--- src/rtl/alu_seq_if.sv ---
// ============================================================================
//  Module      : alu_seq_if
//  Description : Issue/result bundle between the control unit and alu_seq.
//  Revision    : 1.0 - initial release
// ============================================================================
`default_nettype none

interface alu_seq_if #(
  parameter int WIDTH = 16
);
  logic             start;
  logic [3:0]       op_alu;
  logic             s_inm;
  logic [WIDTH-1:0] a;
  logic [WIDTH-1:0] b;
  logic [WIDTH-1:0] y;
  logic             zero;
  logic             carry;
  logic             neg;
  logic             ovf;
  logic             busy;
  logic             done;

  // Control unit side: issues operations and consumes results.
  modport master (
    output start, op_alu, s_inm, a, b,
    input  y, zero, carry, neg, ovf, busy, done
  );

  // ALU side.
  modport slave (
    input  start, op_alu, s_inm, a, b,
    output y, zero, carry, neg, ovf, busy, done
  );
endinterface

`default_nettype wire

--- src/rtl/alu_seq.sv ---
// ============================================================================
//  Module      : alu_seq
//  Description : Registered ALU with flags, shifts and iterative shift-add MUL.
//  Revision    : 1.0 - initial release
// ============================================================================
`default_nettype none

module alu_seq #(
  parameter int WIDTH = 16
) (
  input  logic       clk,
  input  logic       reset,
  alu_seq_if.slave   bus
);
  localparam int SHW = $clog2(WIDTH);
  localparam int MSB = WIDTH - 1;

  localparam logic [3:0] c_OP_A    = 4'b0000;
  localparam logic [3:0] c_OP_NOT  = 4'b0001;
  localparam logic [3:0] c_OP_ADD  = 4'b0010;
  localparam logic [3:0] c_OP_SUB  = 4'b0011;
  localparam logic [3:0] c_OP_AND  = 4'b0100;
  localparam logic [3:0] c_OP_OR   = 4'b0101;
  localparam logic [3:0] c_OP_NEGA = 4'b0110;
  localparam logic [3:0] c_OP_NEGB = 4'b0111;
  localparam logic [3:0] c_OP_SHL  = 4'b1000;
  localparam logic [3:0] c_OP_SHR  = 4'b1001;
  localparam logic [3:0] c_OP_SAR  = 4'b1010;
  localparam logic [3:0] c_OP_MUL  = 4'b1011;
  localparam logic [3:0] c_OP_XOR  = 4'b1100;

  localparam logic [SHW-1:0] c_CNT_LAST = SHW'(WIDTH - 1);

  typedef enum logic [0:0] {
    S_IDLE = 1'b0,
    S_MUL  = 1'b1
  } state_t;

  state_t             r_state;
  state_t             w_state_nxt;

  logic [WIDTH-1:0]   r_y;
  logic               r_zero;
  logic               r_carry;
  logic               r_neg;
  logic               r_ovf;
  logic               r_done;

  logic [WIDTH-1:0]   r_mcand;
  logic [2*WIDTH-1:0] r_prod;
  logic [SHW-1:0]     r_cnt;

  logic               w_load_mul;
  logic               w_mul_last;
  logic               w_update;

  logic [WIDTH-1:0]   w_min;
  logic [WIDTH-1:0]   w_sub;
  logic [WIDTH:0]     w_sum;
  logic [WIDTH:0]     w_diff;
  logic [SHW-1:0]     w_sh;
  logic               w_sh_big;
  logic [WIDTH:0]     w_shl;
  logic [WIDTH:0]     w_shr;
  logic [WIDTH:0]     w_sar;

  logic [WIDTH-1:0]   w_res_y;
  logic               w_res_c;
  logic               w_res_v;

  logic [WIDTH:0]     w_acc;
  logic [2*WIDTH-1:0] w_prod_nxt;

  logic [WIDTH-1:0]   w_fin_y;
  logic               w_fin_c;
  logic               w_fin_v;

  // ---------------------------------------------------------------- FSM
  always_ff @(posedge clk) begin
    if (reset) begin
      r_state <= S_IDLE;
    end else begin
      r_state <= w_state_nxt;
    end
  end

  always_comb begin
    w_state_nxt = r_state;
    w_load_mul  = 1'b0;
    w_mul_last  = 1'b0;
    w_update    = 1'b0;
    case (r_state)
      S_IDLE: begin
        if (bus.start) begin
          if (bus.op_alu == c_OP_MUL) begin
            w_load_mul  = 1'b1;
            w_state_nxt = S_MUL;
          end else begin
            w_update = 1'b1;
          end
        end
      end
      S_MUL: begin
        if (r_cnt == '0) begin
          w_mul_last  = 1'b1;
          w_update    = 1'b1;
          w_state_nxt = S_IDLE;
        end
      end
      default: w_state_nxt = S_IDLE;
    endcase
  end

  // ------------------------------------------------ single-cycle datapath
  // Every subtract-style op is minuend - subtrahend; negation uses 0 - x.
  always_comb begin
    w_min = bus.a;
    w_sub = bus.b;
    case (bus.op_alu)
      c_OP_SUB: begin
        w_min = bus.s_inm ? bus.b : bus.a;
        w_sub = bus.s_inm ? bus.a : bus.b;
      end
      c_OP_NEGA: begin
        w_min = '0;
        w_sub = bus.a;
      end
      c_OP_NEGB: begin
        w_min = '0;
        w_sub = bus.b;
      end
      default: ;
    endcase
  end

  assign w_sum  = {1'b0, bus.a} + {1'b0, bus.b};
  assign w_diff = {1'b0, w_min} - {1'b0, w_sub};

  // A set bit above the shift field means the amount is at least WIDTH.
  assign w_sh     = bus.b[SHW-1:0];
  assign w_sh_big = |bus.b[WIDTH-1:SHW];
  assign w_shl    = {1'b0, bus.a} << w_sh;
  assign w_shr    = {bus.a, 1'b0} >> w_sh;
  assign w_sar    = $signed({bus.a, 1'b0}) >>> w_sh;

  always_comb begin
    w_res_y = '0;
    w_res_c = 1'b0;
    w_res_v = 1'b0;
    case (bus.op_alu)
      c_OP_A:   w_res_y = bus.a;
      c_OP_NOT: w_res_y = ~bus.a;
      c_OP_ADD: begin
        w_res_y = w_sum[WIDTH-1:0];
        w_res_c = w_sum[WIDTH];
        w_res_v = (bus.a[MSB] == bus.b[MSB]) && (w_sum[MSB] != bus.a[MSB]);
      end
      c_OP_SUB, c_OP_NEGA, c_OP_NEGB: begin
        w_res_y = w_diff[WIDTH-1:0];
        w_res_c = w_diff[WIDTH];
        w_res_v = (w_min[MSB] != w_sub[MSB]) && (w_diff[MSB] != w_min[MSB]);
      end
      c_OP_AND: w_res_y = bus.a & bus.b;
      c_OP_OR:  w_res_y = bus.a | bus.b;
      c_OP_XOR: w_res_y = bus.a ^ bus.b;
      c_OP_SHL: begin
        if (!w_sh_big) begin
          w_res_y = w_shl[WIDTH-1:0];
          w_res_c = w_shl[WIDTH];
        end
      end
      c_OP_SHR: begin
        if (!w_sh_big) begin
          w_res_y = w_shr[WIDTH:1];
          w_res_c = w_shr[0];
        end
      end
      c_OP_SAR: begin
        if (w_sh_big) begin
          w_res_y = {WIDTH{bus.a[MSB]}};
        end else begin
          w_res_y = w_sar[WIDTH:1];
          w_res_c = w_sar[0];
        end
      end
      default: ;
    endcase
  end

  // ------------------------------------------------- shift-add multiplier
  // r_prod holds {partial sum, remaining multiplier bits}; one bit retires per cycle.
  assign w_acc      = {1'b0, r_prod[2*WIDTH-1:WIDTH]} + (r_prod[0] ? {1'b0, r_mcand} : '0);
  assign w_prod_nxt = {w_acc, r_prod[WIDTH-1:1]};

  assign w_fin_y = w_mul_last ? w_prod_nxt[WIDTH-1:0]        : w_res_y;
  assign w_fin_c = w_mul_last ? |w_prod_nxt[2*WIDTH-1:WIDTH] : w_res_c;
  assign w_fin_v = w_mul_last ? 1'b0                         : w_res_v;

  always_ff @(posedge clk) begin
    if (reset) begin
      r_y     <= '0;
      r_zero  <= 1'b1;
      r_carry <= 1'b0;
      r_neg   <= 1'b0;
      r_ovf   <= 1'b0;
      r_done  <= 1'b0;
      r_mcand <= '0;
      r_prod  <= '0;
      r_cnt   <= '0;
    end else begin
      r_done <= w_update;
      if (w_update) begin
        r_y     <= w_fin_y;
        r_zero  <= (w_fin_y == '0);
        r_carry <= w_fin_c;
        r_neg   <= w_fin_y[MSB];
        r_ovf   <= w_fin_v;
      end
      if (w_load_mul) begin
        r_mcand <= bus.a;
        r_prod  <= {{WIDTH{1'b0}}, bus.b};
        r_cnt   <= c_CNT_LAST;
      end else if (r_state == S_MUL) begin
        r_prod <= w_prod_nxt;
        r_cnt  <= r_cnt - 1'b1;
      end
    end
  end

  assign bus.y     = r_y;
  assign bus.zero  = r_zero;
  assign bus.carry = r_carry;
  assign bus.neg   = r_neg;
  assign bus.ovf   = r_ovf;
  assign bus.done  = r_done;
  assign bus.busy  = (r_state == S_MUL);

endmodule

`default_nettype wire

--- src/flat_wrapper.sv ---
// flat-port wrapper written by rule: the top's interface ports become plain ports
module alu_seq_flat 
#(
  parameter int WIDTH = 16
)
  (clk, reset, bus_start, bus_op_alu, bus_s_inm, bus_a, bus_b, bus_y, bus_zero, bus_carry, bus_neg, bus_ovf, bus_busy, bus_done);
  alu_seq_if #(.WIDTH(WIDTH)) bus_i ();
  input  logic clk;
  input  logic reset;
  input wire logic [$bits(bus_i.start)-1:0] bus_start;
  input wire logic [$bits(bus_i.op_alu)-1:0] bus_op_alu;
  input wire logic [$bits(bus_i.s_inm)-1:0] bus_s_inm;
  input wire logic [$bits(bus_i.a)-1:0] bus_a;
  input wire logic [$bits(bus_i.b)-1:0] bus_b;
  output wire logic [$bits(bus_i.y)-1:0] bus_y;
  output wire logic [$bits(bus_i.zero)-1:0] bus_zero;
  output wire logic [$bits(bus_i.carry)-1:0] bus_carry;
  output wire logic [$bits(bus_i.neg)-1:0] bus_neg;
  output wire logic [$bits(bus_i.ovf)-1:0] bus_ovf;
  output wire logic [$bits(bus_i.busy)-1:0] bus_busy;
  output wire logic [$bits(bus_i.done)-1:0] bus_done;
  assign bus_i.start = bus_start;
  assign bus_i.op_alu = bus_op_alu;
  assign bus_i.s_inm = bus_s_inm;
  assign bus_i.a = bus_a;
  assign bus_i.b = bus_b;
  assign bus_y = bus_i.y;
  assign bus_zero = bus_i.zero;
  assign bus_carry = bus_i.carry;
  assign bus_neg = bus_i.neg;
  assign bus_ovf = bus_i.ovf;
  assign bus_busy = bus_i.busy;
  assign bus_done = bus_i.done;
  alu_seq #(.WIDTH(WIDTH)) u_core (.clk(clk), .reset(reset), .bus(bus_i));
endmodule
--- config.mk ---
export PLATFORM = sky130hd
export DESIGN_NAME = alu_seq_flat
export DESIGN_NICKNAME = d
export VERILOG_FILES = /design/src/rtl/alu_seq_if.sv /design/src/rtl/alu_seq.sv /design/src/flat_wrapper.sv
export SDC_FILE = /design/constraint.sdc
export NUM_CORES = 1
export LEC_CHECK = 0
export BUFFER_PORTS_ARGS = -buffer_cell sky130_fd_sc_hd__buf_2
export CAP_MARGIN = 0
export CORE_MARGIN = 1.5
export CORE_UTILIZATION = 29
export CTS_BUF_LIST = sky130_fd_sc_hd__clkbuf_4
export CTS_CLUSTER_DIAMETER = 40
export DETAILED_ROUTE_END_ITERATION = 10
export PLACE_DENSITY_LB_ADDON = 0.2
export SYNTH_ARGS = -nofsm -noshare
export SYNTH_HDL_FRONTEND = slang
export SYNTH_SLANG_ARGS = --single-unit
--- constraint.sdc ---
create_clock -name clk -period 6.3 [get_ports clk]
set_clock_uncertainty 0.05 [all_clocks]
set_input_delay 0.63 -clock clk [delete_from_list [all_inputs] [get_ports clk]]
set_output_delay 0.63 -clock clk [all_outputs]
set_load 0.05 [all_outputs]
==> impl_metrics.toml <==
[synthesis]
netlist_instances = 1259
synth-seq-cells = 73
yosysUniqueCellTypes = 92
synth_area_leaders = "dfxtp_1, ha_1, a21oi_1"
avgSynthCellArea_um2 = 7.41
async_reset_ff_share_pct = 0
ys_dominant_reg_cell = "dfxtp_1"
synth_area_um2 = 9330
syn_nets = 1369
yosys.area.top_type = "dfxtp_1"
yosys_warnings = 0
synth_top_area_share_pct = 15.7
synth-seq-area-share_pct = 15.7
synth-edff-count = 0

[power]
fin_total_pwr_w = 0.00152
p_clk_share_pct = 26.0
combPwrFrac_pct = 42.0
intPower_w = 0.000899
power_leakage_nw = 4.16
power.switching_w = 0.000620
powerDensity_nw_per_um2 = 151
p_seq_share_pct = 32.0
power.share.switching_pct = 40.8
peakVddDrop_mv = 0.102

[final_layout]
regArea_um2 = 1460
area_delta_synth_final_pct = 7.52
nNetsFinal = 1360
post-route-cell-area_um2 = 10000
multiInputGateArea_um2 = 7240
drive_gt1_share_pct = 11.8
fill_cells = 3441

[detailed_routing]
ant_nets = 0
routed_wl_mm = 38.5
remaining_drc_errors = 0
wl_per_cell_um = 23.2
post_drt_via_cell_ratio = 6.03
drtPass1Iterations = 5
dr_total_vias = 9994
drt_iter0_markers = 1214

[worst_setup_path]
r2r_cells = 12
cp-end-kind = "flip-flop"
r2r-start = "u_core.r_prod[0]"
regToRegEndpoint = "u_core.bus.carry"
start_kind = "input port"
startpoint = "bus_op_alu[1]"
reg2reg_slack_ps = 2680
path_max_fanout = 22
setup.worst_path.class = "input port to flip-flop"
cp-endpoint = "u_core.bus.zero"
worstPathRequired_ps = 6630
cp_data_arrival_time_ps = 5020

[clock_tree]
h-tree-depth = 3
cts_tree = "yes"
cts_resized = 0
cts.sinks = 73
path_clk_slew_ps = 160
root_buffer = "clkbuf_4"
postCtsSetupRepairBufs = 0
cts_hold_buf = 0
cts_buffers = 9
cts_buffer_depth = 2
clkLatencyLatePin_ps = 440

[place]
hpwl_mm = 28.6
dpl-instance-area_um2 = 9850
place.gp.congestion = 1.00
io_buffers = 61

[timing]
setup_viol = 0
fin_crit_sh_pct = 74.4
worstMarginPinSlew_ps = 1150
tns_ps = 0
finalCriticalPeriod_ps = 4690
max_clock_freq_ghz = 0.213
relSlewSlack_pct = 21.2
rsz0062_at_grt = "false"
hold_viol_final = 0
report.final.slew_viol_count = 0

[grt]
grt_pass1_vias = 9282
grt_pass1_wl_mm = 58.9
grt_util_all_layers_pct = 23.1
overflow = 0
antenna_found_initial = 3
grt_max_degree = 61

[floorplanning]
die_h_um = 182
std_cell_rows = 65
start_util_pct = 29.5
core_um2 = 31600
die_w_um = 182
die_area_um2 = 33300
ios = 62

[flow_run]
maxCapViolations = 0

[status]
outcome = "completed"

[hold_path]
hp-class = "flip-flop to flip-flop"
synth_stat cells, drive strengths merged (5+ instances only):
library cell / n
a2111oi: 7
a211oi: 15
a21boi: 5
a21o: 11
a21oi: 120
a221oi: 6
a22oi: 16
a311oi: 7
a31oi: 11
a32oi: 5
and2: 22
and3: 11
buf: 37
clkbuf: 61
dfxtp: 73
ha: 67
inv: 55
mux2: 9
mux2i: 60
mux4: 27
nand2: 112
nand2b: 14
nand3: 45
nand4: 10
nor2: 143
nor2b: 16
nor3: 19
nor3b: 8
nor4: 12
nor4b: 7
o2111ai: 9
o211ai: 16
o21a: 11
o21ai: 70
o221ai: 9
o22ai: 17
o31ai: 8
or2: 9
or3: 10
xnor2: 13
xor2: 9
placed cells by master, fill, tap and decap left out, types with 17 or more instances in the layout:
cell,Yosys,final
inv_1,53,53
nand2_1,112,112
buf_2,26,61
o21ai_0,64,64
a21oi_1,120,120
and2_1,21,21
mux2i_1,60,60
nand3_1,45,45
nor2_1,142,141
o22ai_1,17,17
mux4_2,26,26
buf_4,3,17
ha_1,67,67
dfxtp_1,73,72
nor3_1,19,19
final cells by class:
cell class	count	area share, %
clock buffer	9	0.673
sequential	73	14.6
timing repair buffer	78	4.31
antenna	1	0.0249
inverter	55	2.06
tap	402	5.01
clock inverter	6	1.16
multi-input combinational	1033	72.2
per-stage QoR:
stage,hold WS [ps],setup slack (ps),std cells,util [%]
floorplan,382,1090,1259,-
global placement,387,1290,1641,31.1
detailed placement,392,1230,1641,31.1
finish,406,1610,1657,31.7
CTS,409,1710,1656,31.7
global route,427,1350,1657,31.7
routing by layer:
| metal | up-vias | track usage [%] | part of all wire, % |
|---|---|---|---|
| met3 | 67 | 2.67 | 7.4 |
| met5 | - | 0 | 0.083 |
| met1 | 4762 | 34.0 | 47 |
| li1 | 4672 | - | - |
| met2 | 489 | 34.7 | 43 |
| met4 | 4 | 7.24 | 2.7 |
sequential cells by signal, indices dropped and copies added (netlist names):
name              cells
u_core.bus.carry      1
u_core.r_prod        32
u_core.bus.y         16
u_core.bus.ovf        1
u_core.bus.done       1
u_core.r_cnt          4
u_core.bus.zero       1
u_core.bus.busy       1
u_core.r_mcand       16
power groups by stage:
| stage | sequential, W | combinational (W) | clock (W) |
|---|---|---|---|
| finish | 0.000486 | 0.000638 | 0.000394 |
| global route | 0.000489 | 0.000685 | 0.000426 |
| CTS | 0.000487 | 0.000626 | 0.000406 |
| detailed placement | 0.000497 | 0.000623 | 0 |
| global placement | 0.000497 | 0.000624 | 0 |
| floorplan | 0.000524 | 0.000412 | 0 |
critical path: stages:
cell	delay [ps]
buf_2	340
and2_0	480
and3_1	310
nor2_2	100
o21ai_0	240
ha_1	200
inv_1	60
fa_1	470
a211oi_1	370
nor2_1	120
mux2_2	280
nor4_1	310
a31oi_1	200
a2111oi_2	290
and4bb_1	270
nand4_1	120
o31ai_2	220
cell families (layout without fill, tap and decap cells):
kind of cell / count (synthesis) / after routing / share of synthesized area (%)
multiplexers: 96 / 96 / 14.1
AND/OR/NAND/NOR: 456 / 456 / 23.8
other: 0 / 1 / 0
adder cells (fa/ha/maj): 70 / 70 / 9.62
AO/OA/AOI/OAI: 389 / 389 / 27.8
XOR/XNOR: 22 / 22 / 2.06
buffers and inverters: 153 / 148 / 6.98
flip-flops: 73 / 73 / 15.7
worst min path at each step:
stage | from | endpoint | slack (ps) | depth (start not counted)
after floorplan | u_core.r_mcand[0] | u_core.r_mcand[0] | 380 | 2
after global placement | u_core.r_mcand[10] | u_core.r_mcand[10] | 390 | 2
after detailed placement | u_core.bus.y[5] | u_core.bus.y[5] | 390 | 2
after CTS | u_core.r_mcand[15] | u_core.r_mcand[15] | 410 | 2
after global routing | u_core.r_mcand[13] | u_core.r_mcand[13] | 430 | 2
final | u_core.r_mcand[12] | u_core.r_mcand[12] | 410 | 2
(Power assumes the default switching activity.)
